--- src/rtl/pipelined_multimode_barrel_shifter_if.sv ---
// Streaming handshake bundle for the multimode barrel shifter.
// The producer/consumer side uses master; the shifter uses slave.
interface pipelined_multimode_barrel_shifter_if #(
    parameter int WIDTH = 8
);
    localparam int AMT_W = $clog2(WIDTH);

    logic             in_valid;
    logic             in_ready;
    logic [WIDTH-1:0] in_data;
    logic [AMT_W-1:0] in_amt;
    logic             in_dir;
    logic [1:0]       in_mode;
    logic             out_valid;
    logic             out_ready;
    logic [WIDTH-1:0] out_data;
    logic             out_zero;

    modport master (
        output in_valid,
        output in_data,
        output in_amt,
        output in_dir,
        output in_mode,
        output out_ready,
        input  in_ready,
        input  out_valid,
        input  out_data,
        input  out_zero
    );

    modport slave (
        input  in_valid,
        input  in_data,
        input  in_amt,
        input  in_dir,
        input  in_mode,
        input  out_ready,
        output in_ready,
        output out_valid,
        output out_data,
        output out_zero
    );
endinterface

--- src/rtl/pipelined_multimode_barrel_shifter.sv ---
// Pipelined rotate/logical/arithmetic barrel shifter, left or right,
// with a global-stall valid/ready stream on both sides.
module pipelined_multimode_barrel_shifter #(
    parameter int WIDTH = 8,
    parameter int PIPE  = 0
) (
    input logic clk,
    input logic rst_n,
    pipelined_multimode_barrel_shifter_if.slave sh
);
    localparam int AMT_W = $clog2(WIDTH);

    typedef logic [WIDTH-1:0] data_t;
    typedef logic [AMT_W-1:0] amt_t;

    function automatic data_t bit_rev(input data_t d);
        data_t r;
        for (int i = 0; i < WIDTH; i++) begin
            r[i] = d[WIDTH-1-i];
        end
        return r;
    endfunction

    // Right shift by sh; vacated top bits wrap (rotate) or take fill.
    function automatic data_t shr_fill(
        input data_t d,
        input int    sh,
        input logic  rot,
        input logic  fill
    );
        data_t r;
        for (int i = 0; i < WIDTH; i++) begin
            if (i + sh < WIDTH) begin
                r[i] = d[i+sh];
            end else if (rot) begin
                r[i] = d[i+sh-WIDTH];
            end else begin
                r[i] = fill;
            end
        end
        return r;
    endfunction

    logic  stall;
    logic  out_vld_q;
    data_t out_data_q;
    logic  out_vld_d;
    data_t out_data_d;

    data_t fe_data;
    logic  fe_rot;
    logic  fe_sgn;

    assign stall       = out_vld_q & ~sh.out_ready;
    assign sh.in_ready = ~stall;

    // Left ops run through the right-shift core on reversed data.
    assign fe_data = sh.in_dir ? sh.in_data : bit_rev(sh.in_data);
    assign fe_rot  = (sh.in_mode == 2'b00) | (sh.in_mode == 2'b11);
    assign fe_sgn  = sh.in_dir & (sh.in_mode == 2'b10)
                   & sh.in_data[WIDTH-1];

    if (PIPE != 0) begin : g_pipe
        localparam int NP = AMT_W - 1;

        logic  vld_q [NP];
        data_t data_q[NP];
        amt_t  amt_q [NP];
        logic  dir_q [NP];
        logic  rot_q [NP];
        logic  sgn_q [NP];
        data_t nxt_d [NP];
        data_t fin;

        always_comb begin
            nxt_d[0] = sh.in_amt[0]
                     ? shr_fill(fe_data, 1, fe_rot, fe_sgn)
                     : fe_data;
            for (int k = 1; k < NP; k++) begin
                nxt_d[k] = amt_q[k-1][k]
                         ? shr_fill(data_q[k-1], 1 << k,
                                    rot_q[k-1], sgn_q[k-1])
                         : data_q[k-1];
            end
            fin = amt_q[NP-1][AMT_W-1]
                ? shr_fill(data_q[NP-1], 1 << (AMT_W - 1),
                           rot_q[NP-1], sgn_q[NP-1])
                : data_q[NP-1];
            out_vld_d  = vld_q[NP-1];
            out_data_d = dir_q[NP-1] ? fin : bit_rev(fin);
        end

        always_ff @(posedge clk or negedge rst_n) begin
            if (!rst_n) begin
                for (int k = 0; k < NP; k++) begin
                    vld_q[k]  <= 1'b0;
                    data_q[k] <= '0;
                    amt_q[k]  <= '0;
                    dir_q[k]  <= 1'b0;
                    rot_q[k]  <= 1'b0;
                    sgn_q[k]  <= 1'b0;
                end
            end else if (!stall) begin
                vld_q[0]  <= sh.in_valid;
                data_q[0] <= nxt_d[0];
                amt_q[0]  <= sh.in_amt;
                dir_q[0]  <= sh.in_dir;
                rot_q[0]  <= fe_rot;
                sgn_q[0]  <= fe_sgn;
                for (int k = 1; k < NP; k++) begin
                    vld_q[k]  <= vld_q[k-1];
                    data_q[k] <= nxt_d[k];
                    amt_q[k]  <= amt_q[k-1];
                    dir_q[k]  <= dir_q[k-1];
                    rot_q[k]  <= rot_q[k-1];
                    sgn_q[k]  <= sgn_q[k-1];
                end
            end
        end
    end else begin : g_comb
        data_t d;

        always_comb begin
            d = fe_data;
            for (int k = 0; k < AMT_W; k++) begin
                if (sh.in_amt[k]) begin
                    d = shr_fill(d, 1 << k, fe_rot, fe_sgn);
                end
            end
            out_vld_d  = sh.in_valid;
            out_data_d = sh.in_dir ? d : bit_rev(d);
        end
    end

    always_ff @(posedge clk or negedge rst_n) begin
        if (!rst_n) begin
            out_vld_q  <= 1'b0;
            out_data_q <= '0;
        end else if (!stall) begin
            out_vld_q  <= out_vld_d;
            out_data_q <= out_data_d;
        end
    end

    assign sh.out_valid = out_vld_q;
    assign sh.out_data  = out_data_q;
    assign sh.out_zero  = (out_data_q == '0);
endmodule
--- src/flat_wrapper.sv ---
// flat-port wrapper written by rule: the top's interface ports become plain ports
module pipelined_multimode_barrel_shifter_flat 
#(
    parameter int WIDTH = 8,
    parameter int PIPE  = 0
)
  (clk, rst_n, sh_in_valid, sh_in_data, sh_in_amt, sh_in_dir, sh_in_mode, sh_out_ready, sh_in_ready, sh_out_valid, sh_out_data, sh_out_zero);
  pipelined_multimode_barrel_shifter_if #(.WIDTH(WIDTH)) sh_i ();
  input logic clk;
  input logic rst_n;
  input wire logic [$bits(sh_i.in_valid)-1:0] sh_in_valid;
  input wire logic [$bits(sh_i.in_data)-1:0] sh_in_data;
  input wire logic [$bits(sh_i.in_amt)-1:0] sh_in_amt;
  input wire logic [$bits(sh_i.in_dir)-1:0] sh_in_dir;
  input wire logic [$bits(sh_i.in_mode)-1:0] sh_in_mode;
  input wire logic [$bits(sh_i.out_ready)-1:0] sh_out_ready;
  output wire logic [$bits(sh_i.in_ready)-1:0] sh_in_ready;
  output wire logic [$bits(sh_i.out_valid)-1:0] sh_out_valid;
  output wire logic [$bits(sh_i.out_data)-1:0] sh_out_data;
  output wire logic [$bits(sh_i.out_zero)-1:0] sh_out_zero;
  assign sh_i.in_valid = sh_in_valid;
  assign sh_i.in_data = sh_in_data;
  assign sh_i.in_amt = sh_in_amt;
  assign sh_i.in_dir = sh_in_dir;
  assign sh_i.in_mode = sh_in_mode;
  assign sh_i.out_ready = sh_out_ready;
  assign sh_in_ready = sh_i.in_ready;
  assign sh_out_valid = sh_i.out_valid;
  assign sh_out_data = sh_i.out_data;
  assign sh_out_zero = sh_i.out_zero;
  pipelined_multimode_barrel_shifter #(.WIDTH(WIDTH), .PIPE(PIPE)) u_core (.clk(clk), .rst_n(rst_n), .sh(sh_i));
endmodule
--- config.mk ---
export PLATFORM = sky130hd
export DESIGN_NAME = pipelined_multimode_barrel_shifter_flat
export DESIGN_NICKNAME = d
export VERILOG_FILES = /design/src/rtl/pipelined_multimode_barrel_shifter_if.sv /design/src/rtl/pipelined_multimode_barrel_shifter.sv /design/src/flat_wrapper.sv
export SDC_FILE = /design/constraint.sdc
export NUM_CORES = 1
export LEC_CHECK = 0
export ABC_AREA = 1
export BUFFER_PORTS_ARGS = -buffer_cell sky130_fd_sc_hd__buf_4
export CAP_MARGIN = 25
export CORE_UTILIZATION = 40
export DETAILED_ROUTE_END_ITERATION = 10
export PLACE_DENSITY = 0.77
export SYNTH_ARGS = -nofsm -noshare
export SYNTH_HDL_FRONTEND = slang
export SYNTH_SLANG_ARGS = --single-unit
--- constraint.sdc ---
create_clock -name clk -period 2.06 [get_ports clk]
set_clock_uncertainty 0.05 [all_clocks]
set_input_delay 0.206 -clock clk [delete_from_list [all_inputs] [get_ports clk]]
set_output_delay 0.206 -clock clk [all_outputs]
set_load 0.02 [all_outputs]
# Yosys cells after proc, flatten, opt, wreduce, memory -nomap -nowiden
# Cells that the tools add are included.
# Widths: inputs -> output; s select.
dict set report word_totals {
  regBits 9
  word_cells 24
  memories 0
  ram_bits 0
  input_bits 18
  out_inout_bits 11
  latchBits 0
  romBits 0
}
dict set report op_classes {
  reduce_logical 2
  muxes 12
  n_lt_le_gt_ge 0
  div 0
  mul 0
  n_bitwise 6
  shift 0
  n_eq_ne 2
  addsub 0
}
# op n
set ops {}
lappend ops {{$mux 8} 5}
lappend ops {{$logic_not 8->1} 1}
lappend ops {{$mux 1} 7}
lappend ops {{$eq 2x2->1 const B} 2}
lappend ops {{$and 1x1->1} 3}
lappend ops {{$logic_not 2->1} 1}
lappend ops {{$not 1->1} 2}
lappend ops {{$or 1x1->1} 1}

# Depth between registers and ports, before layout
# Gate-level depths: netlist of run 1.
dict set report depth {
  ltp_word 10
  mapped_depth 16
}

# Worst setup path after synthesis of run 1
# Ideal clock, no wire load.
dict set report synth_timing {
  kind {register to output}
  startpoint {register u_core.out_data_q[5] (netlist: u_core.sh.out_data[5])}
  endpoint {output port sh_out_zero}
  arrival_ns 1.253
  stages_incl_launch_ff 4
  setup_slack_ns 0.551
  path_cell_list {dfrtp_1 nor4_1 nand2_1 nor3_1}
}
dict set report synth_between {
  elab_chain_cells 1
}
# item line
set synth_lines {}
lappend synth_lines {{from (decl)} pipelined_multimode_barrel_shifter.sv:46} ;# data_t out_data_q;
lappend synth_lines {{from (signal assigned)} pipelined_multimode_barrel_shifter.sv:141} ;# out_data_q <= out_data_d;
lappend synth_lines {{$logic_not 8->1} pipelined_multimode_barrel_shifter.sv:147} ;# assign sh.out_zero = (out_data_q == '0);
lappend synth_lines {{to (decl)} flat_wrapper.sv:20} ;# output wire logic [$bits(sh_i.out_zero)-1:0] sh_out_zero;
# Every way passes these cells.

# Worst setup path after layout of run 1
dict set report layout_timing {
  startpoint {register u_core.out_vld_q (netlist: u_core.sh.out_valid)}
  endpoint {output port sh_in_ready}
}
dict set report layout_between {
  elab_chain_cells 2
}
# item line
set layout_lines {}
lappend layout_lines {{from (decl)} pipelined_multimode_barrel_shifter.sv:45} ;# logic out_vld_q;
lappend layout_lines {{from (signal assigned)} pipelined_multimode_barrel_shifter.sv:140} ;# out_vld_q <= out_vld_d;
lappend layout_lines {{$and 1x1->1} pipelined_multimode_barrel_shifter.sv:54} ;# assign stall = out_vld_q & ~sh.out_ready;
lappend layout_lines {{$not 1->1} pipelined_multimode_barrel_shifter.sv:55} ;# assign sh.in_ready = ~stall;
lappend layout_lines {{to (decl)} flat_wrapper.sv:17} ;# output wire logic [$bits(sh_i.in_ready)-1:0] sh_in_ready;
# Every way passes these cells.

==> results of run 1 <==
==> power by group through the flow <==
stage / registers [mW] / logic [mW] / clock network (mW)
after detailed placement: 0.226 / 0.299 / 0
after global placement: 0.225 / 0.296 / 0
final: 0.223 / 0.301 / 0.142
after CTS: 0.223 / 0.301 / 0.146
after global routing: 0.227 / 0.335 / 0.154
after floorplan: 0.256 / 0.163 / 0
==> worst max-delay path, delay by kind of cell, from the launching register on <==
family / cells / cell delay (ns)
buffers and inverters: 3 / 0.47
and+or+nand+nor: 1 / 0.34
DFF: 1 / 0.34
==> cell usage in the layout (no fill, tap or decap) <==
cell type,instances
inv_1,3
inv_2,2
bufinv_8,1
nand2_1,75
or2_2,1
clkbuf_1,1
nor2_1,4
nor3_1,1
clkbuf_4,3
nor2_2,2
nand2_2,2
a21oi_1,2
dlygate4sd3_1,1
dfrtp_1,9
nor4_1,1
nand3_2,4
nand2_4,2
buf_4,28
clkinv_1,1
nand3_1,43
ha_1,1
inv_4,1
==> through the flow <==
| stage | cells | worst slack, ns | hold WS [ns] | instance area, µm² | utilization |
|---|---|---|---|---|---|
| 3_5_place_dp | 211 | 0.407 | -0.0122 | 1150 | 0.517 |
| 5_1_grt | 216 | 0.246 | 0.0724 | 1190 | 0.534 |
| 3_3_place_gp | 211 | 0.426 | -0.0187 | 1150 | 0.517 |
| 6_report | 216 | 0.386 | 0.0883 | 1190 | 0.534 |
| 2_1_floorplan | 161 | 0.551 | -0.140 | 956 | - |
| 4_1_cts | 216 | 0.130 | 0.0777 | 1190 | 0.533 |
==> registers in the layout (all words and copies together), names as in the netlist <==
register / flops
u_core.sh.out_data: 8
u_core.sh.out_valid: 1
==> how the worst max path moves through the flow <==
stage / startpoint / endpoint / slack (ns) / depth (start not counted)
global placement: u_core.sh.out_valid / sh_in_ready / 0.43 / 4
detailed placement: sh_in_mode[1] / u_core.sh.out_data[7] / 0.41 / 15
global route: u_core.sh.out_data[5] / sh_out_zero / 0.25 / 4
finish: u_core.sh.out_valid / sh_in_ready / 0.39 / 4
CTS: u_core.sh.out_valid / sh_in_ready / 0.13 / 4
floorplan: u_core.sh.out_data[5] / sh_out_zero / 0.55 / 3
==> layer usage <==
metal	wire length, µm	global-route usage
met3	129	0.0536
met4	23	0.0556
met5	0	0
met1	1120	0.271
met2	1220	0.351
==> layout make-up <==
| class | instances | area [µm²] |
|---|---|---|
| repair buffers | 29 | 220 |
| inverters | 8 | 46.3 |
| flip-flops and latches | 9 | 225 |
| fillers | 227 | 1040 |
| multi-input cells | 138 | 639 |
| clock buffers | 4 | 26.3 |
| well taps | 28 | 35.0 |
==> what timing repair did <==
item	4_1_cts	5_1_grt
gates resized for setup	0	1
hold endpoints to repair	9	0
hold buffers	1	0
setup endpoints to repair	0	1
==> cell families (layout without fill, tap and decap cells) <==
| logic type | count (synthesis) | in the layout | synth area share |
|---|---|---|---|
| buf+inv | 14 | 41 | 0.0982 |
| compound gates | 2 | 2 | 0.0105 |
| simple gates | 135 | 135 | 0.643 |
| flops | 9 | 9 | 0.236 |
| fa+ha+maj | 1 | 1 | 0.0131 |
==> results.json, run 1 <==
{
  "crit_chain": "inv_1 > nor2_2 > inv_1 > buf_4",
  "grt_max_degree": 18,
  "critPathArrivalTime_ns": 1.42,
  "final_hold_viol_count": 0,
  "io_pins": 29,
  "hold_end": "u_core.sh.out_valid",
  "peakVddDrop_mv": 0.356,
  "syn_nets": 180,
  "grt_pass1_vias": 987,
  "r2r_slack_ns": 0.76,
  "async_reset_ff_frac": 1.00,
  "holdCritPathClass": "input port to flip-flop",
  "root_buffer": "clkbuf_4",
  "ys_ff_latch": 9,
  "grt-ovfl-total": 0,
  "critPathSlowestCell": "dfrtp_1",
  "htreeDepth": 1,
  "drt-vias-per-instance": 5.19,
  "die_h_um": 50.9,
  "combPwrFrac": 0.452,
  "crit_fanout": 12,
  "portBuffers": 28,
  "ys_seq_area_frac": 0.236,
  "cp_slowest_stage_delay_ns": 0.34,
  "numCtsBuffers": 3,
  "gp_congestion": 0.924,
  "drt_pass1_iterations": 4,
  "fmax_ghz": 0.597,
  "whs_path_depth": 2,
  "yosysTopAreaCellShare": 0.295,
  "cts_tree": "built",
  "synth_area_per_cell_um2": 5.94,
  "ys_warn_count": 0,
  "drt-total-wl_mm": 2.50,
  "hold_path.startpoint": "sh_in_valid",
  "p_total_mw": 0.666,
  "rr_worst_depth": 5,
  "grt_use_total": 0.211,
  "first_iter_violations": 38,
  "synth_top_cell_by_area": "nand2_1",
  "power.internal_mw": 0.399,
  "rows": 17,
  "netlist_top_cells_area": "nand2_1, dfrtp_1, nand3_1",
  "power_frac_seq": 0.335,
  "critPathRequiredTime_ns": 1.80,
  "synth_common_cells": "nand2_1, nand3_1, dfrtp_1",
  "critPathKind": "flip-flop to primary output",
  "ant_nets": 0,
  "clkTransAtPathRegs_ns": 0.06,
  "vias": 1122,
  "cp-start-kind": "flip-flop",
  "clock_latency_ns": 0.26,
  "grt_antenna_before_repair": 0,
  "setup_viol": 0,
  "antenna_cells": 0,
  "syn_area_um2": 956,
  "p_clk_frac": 0.213,
  "wl_per_cell_um": 11.6,
  "area_growth_pct": 24.7,
  "cts.path.max_buffers": 2,
  "r2r-end": "u_core.sh.out_data[5]",
  "ys_types": 21,
  "p_per_area_nw_per_um2": 558,
  "cts_num_sinks": 9,
  "core_area_um2": 2230,
  "dieArea_um2": 2590,
  "yosysMostFrequentCell": "nand2_1",
  "die_w_um": 50.9,
  "cap_violations": 0,
  "ys.flop_type": "dfrtp_1",
  "fin_crit_ns": 1.67,
  "layout.nets": 208,
  "tightest_slew_ns": 0.439,
  "grt_pass1_wl_mm": 4.13,
  "rsz0062_at_grt": "no",
  "synth_enable_flop_cells": 0,
  "finalCritPeriodShare": 0.812,
  "start_util": 0.428,
  "syn_inst": 161,
  "r2r_start": "u_core.sh.out_valid",
  "p_leak_nw": 0.666,
  "cp-end-kind": "primary output",
  "postCtsSetupBuffers": 0,
  "crit_path_frequent_cell": "inv_1",
  "drive_above_1_share": 0.245,
  "drc": 0,
  "status": "complete, no violations",
  "drv_slew": 0,
  "maxSlewHeadroom": 0.707,
  "setup_tns_ns": 0,
  "p_switching_mw": 0.266,
  "dp_hpwl_mm": 1.99,
  "p_sw_frac": 0.400
}
Power figures use the tool's default switching activity.
==> run 2: changes to the inputs <==
PLACE_DENSITY = 0.79   (was 0.77)
clock period = 1.5 ns   (was 2.06 ns; I/O delays follow)
==> run 2 against run 1 <==
  * The flow now finishes with violations (negative setup slack)
  * Global-route usage up 1.3 points
  * Non-clock buffer count is 6 higher
  * First-iteration DRC count grew 66%
  * Utilization up 2.4 points
  * Critical path type unchanged
==> results.json, run 2 (synthesis results as in run 1) <==
{
  "cts_num_sinks": 9,
  "fin_crit_ns": 1.55,
  "grt_use_total": 0.225,
  "area_growth_pct": 30.4,
  "numCtsBuffers": 3,
  "p_total_mw": 0.946,
  "violations": "negative setup slack",
  "whs_path_depth": 2,
  "antenna_cells": 0,
  "use_met1": 0.286,
  "gp_congestion": 0.867,
  "fmax_ghz": 0.645,
  "layout.nets": 214,
  "cap_violations": 0,
  "grt_use_met2": 0.396,
  "fin_cells": 222,
  "final_util": 0.558,
  "dp.cells": 214,
  "htreeDepth": 1,
  "vias": 1197,
  "tightest_slew_ns": 0.314,
  "core_area_um2": 2230,
  "drc": 0,
  "wl_per_cell_um": 12.1,
  "place_ws_ns": -0.00780,
  "hold_slack_ns": 0.0309,
  "cp-end-kind": "primary output",
  "drt-vias-per-instance": 5.39,
  "p_leak_nw": 0.697,
  "ant_nets": 0,
  "cts.path.max_buffers": 2,
  "die_w_um": 50.9,
  "dieArea_um2": 2590,
  "final_cell_mix": "nand2_1, nand3_1, buf_4, dfrtp_1, nor2_1",
  "setup_tns_ns": -0.0504,
  "drv_slew": 0,
  "regArea_um2": 225,
  "portBuffers": 28,
  "drt-total-wl_mm": 2.68,
  "p_per_area_nw_per_um2": 759,
  "rr_worst_depth": 6,
  "peakVddDrop_mv": 0.621,
  "cp-start-kind": "flip-flop",
  "first_iter_violations": 63,
  "largest_reg_flops": 8,
  "root_buffer": "clkbuf_4",
  "critPathKind": "flip-flop to primary output",
  "final_hold_viol_count": 0,
  "grt_pass1_wl_mm": 4.46,
  "io_pins": 29,
  "num-fill-cells": 226,
  "drive_above_1_share": 0.273,
  "clock_latency_ns": 0.26,
  "drt_pass1_iterations": 4,
  "top_usage_layer": "met2",
  "maxSlewHeadroom": 0.790,
  "grtUsageMet3": 0.0446,
  "rows": 17,
  "clkTransAtPathRegs_ns": 0.06,
  "critPathArrivalTime_ns": 1.35,
  "die_h_um": 50.9,
  "start_util": 0.428,
  "fin_ws_ns": -0.0504,
  "rsz0062_at_grt": "yes",
  "final_area_um2": 1250,
  "grt_max_degree": 18,
  "dp_hpwl_mm": 2.01,
  "final_common_cell": "nand2_1",
  "cts_tree": "built",
  "grt-ovfl-total": 0,
  "setup_viol": 1,
  "grt_pass1_vias": 1049,
  "multi_input_area_um2": 648,
  "critPathRequiredTime_ns": 1.30,
  "holdCritPathClass": "input port to flip-flop",
  "status": "finished, violations left",
  "finalCritPeriodShare": 1.03,
  "grt_antenna_before_repair": 0,
  "crit_fanout": 3,
  "dpl_cell_area_um2": 1180
}
-- run 2: cell count changes in the layout (fill, tap and decap cells not counted) --
cell	before	now
nor4_1	1	0
nor3_2	0	1
buf_4	28	34
nor2_1	4	5
nor2_2	2	1
nor3_1	1	0
nor4_2	0	1
-- run 2: repair_timing --
action | in CTS | in global routing
hold buffers | 1 | 0
pin swaps | 1 | 2
setup buffers | 2 | 1
endpoints found under the hold margin | 9 | 0
gates resized for setup | 0 | 2
endpoints found under the setup margin | 1 | 1
-- run 2: layout make-up --
cell class,instances,share of cell area
well taps,28,0.0281
flip-flops and latches,9,0.181
multi-input cells,138,0.520
clock buffers,4,0.0211
repair buffers,35,0.213
inverters,8,0.0371
-- run 2: where the power goes --
part | leakage [nW] | switching, mW | total, mW | internal (mW)
Combinational | 0.576 | 0.258 | 0.448 | 0.189
Sequential | 0.106 | 0.0343 | 0.313 | 0.279
Clock | 0.0150 | 0.0829 | 0.185 | 0.102
Total | 0.697 | 0.375 | 0.946 | 0.571
-- run 2: worst paths after layout --
path | from | slack (ns) | to
setup reg to reg | u_core.sh.out_valid | 0.41 | u_core.sh.out_data[7]
max in group asynchronous | rst_n | 1.07 | u_core.sh.out_data[1]
setup / recovery | u_core.sh.out_data[5] | -0.05 | sh_out_zero
hold / removal | sh_in_valid | 0.03 | u_core.sh.out_valid
min in group asynchronous | rst_n | 0.20 | u_core.sh.out_data[7]
hold reg to reg | u_core.sh.out_data[1] | 0.46 | u_core.sh.out_data[1]
-- run 2: metal layers --
layer / vias to the layer above / share of wire
met5: - / 0
met4: 0 / 0.012
met3: 6 / 0.053
met2: 47 / 0.50
met1: 552 / 0.43
li1: 592 / -
-- run 2: worst max-delay path, cell delays in order (launching register included) --
cell     delay (ns)
dfrtp_1        0.41
nor4_2         0.32
nand2_1        0.11
nor3_2         0.10
buf_4          0.16
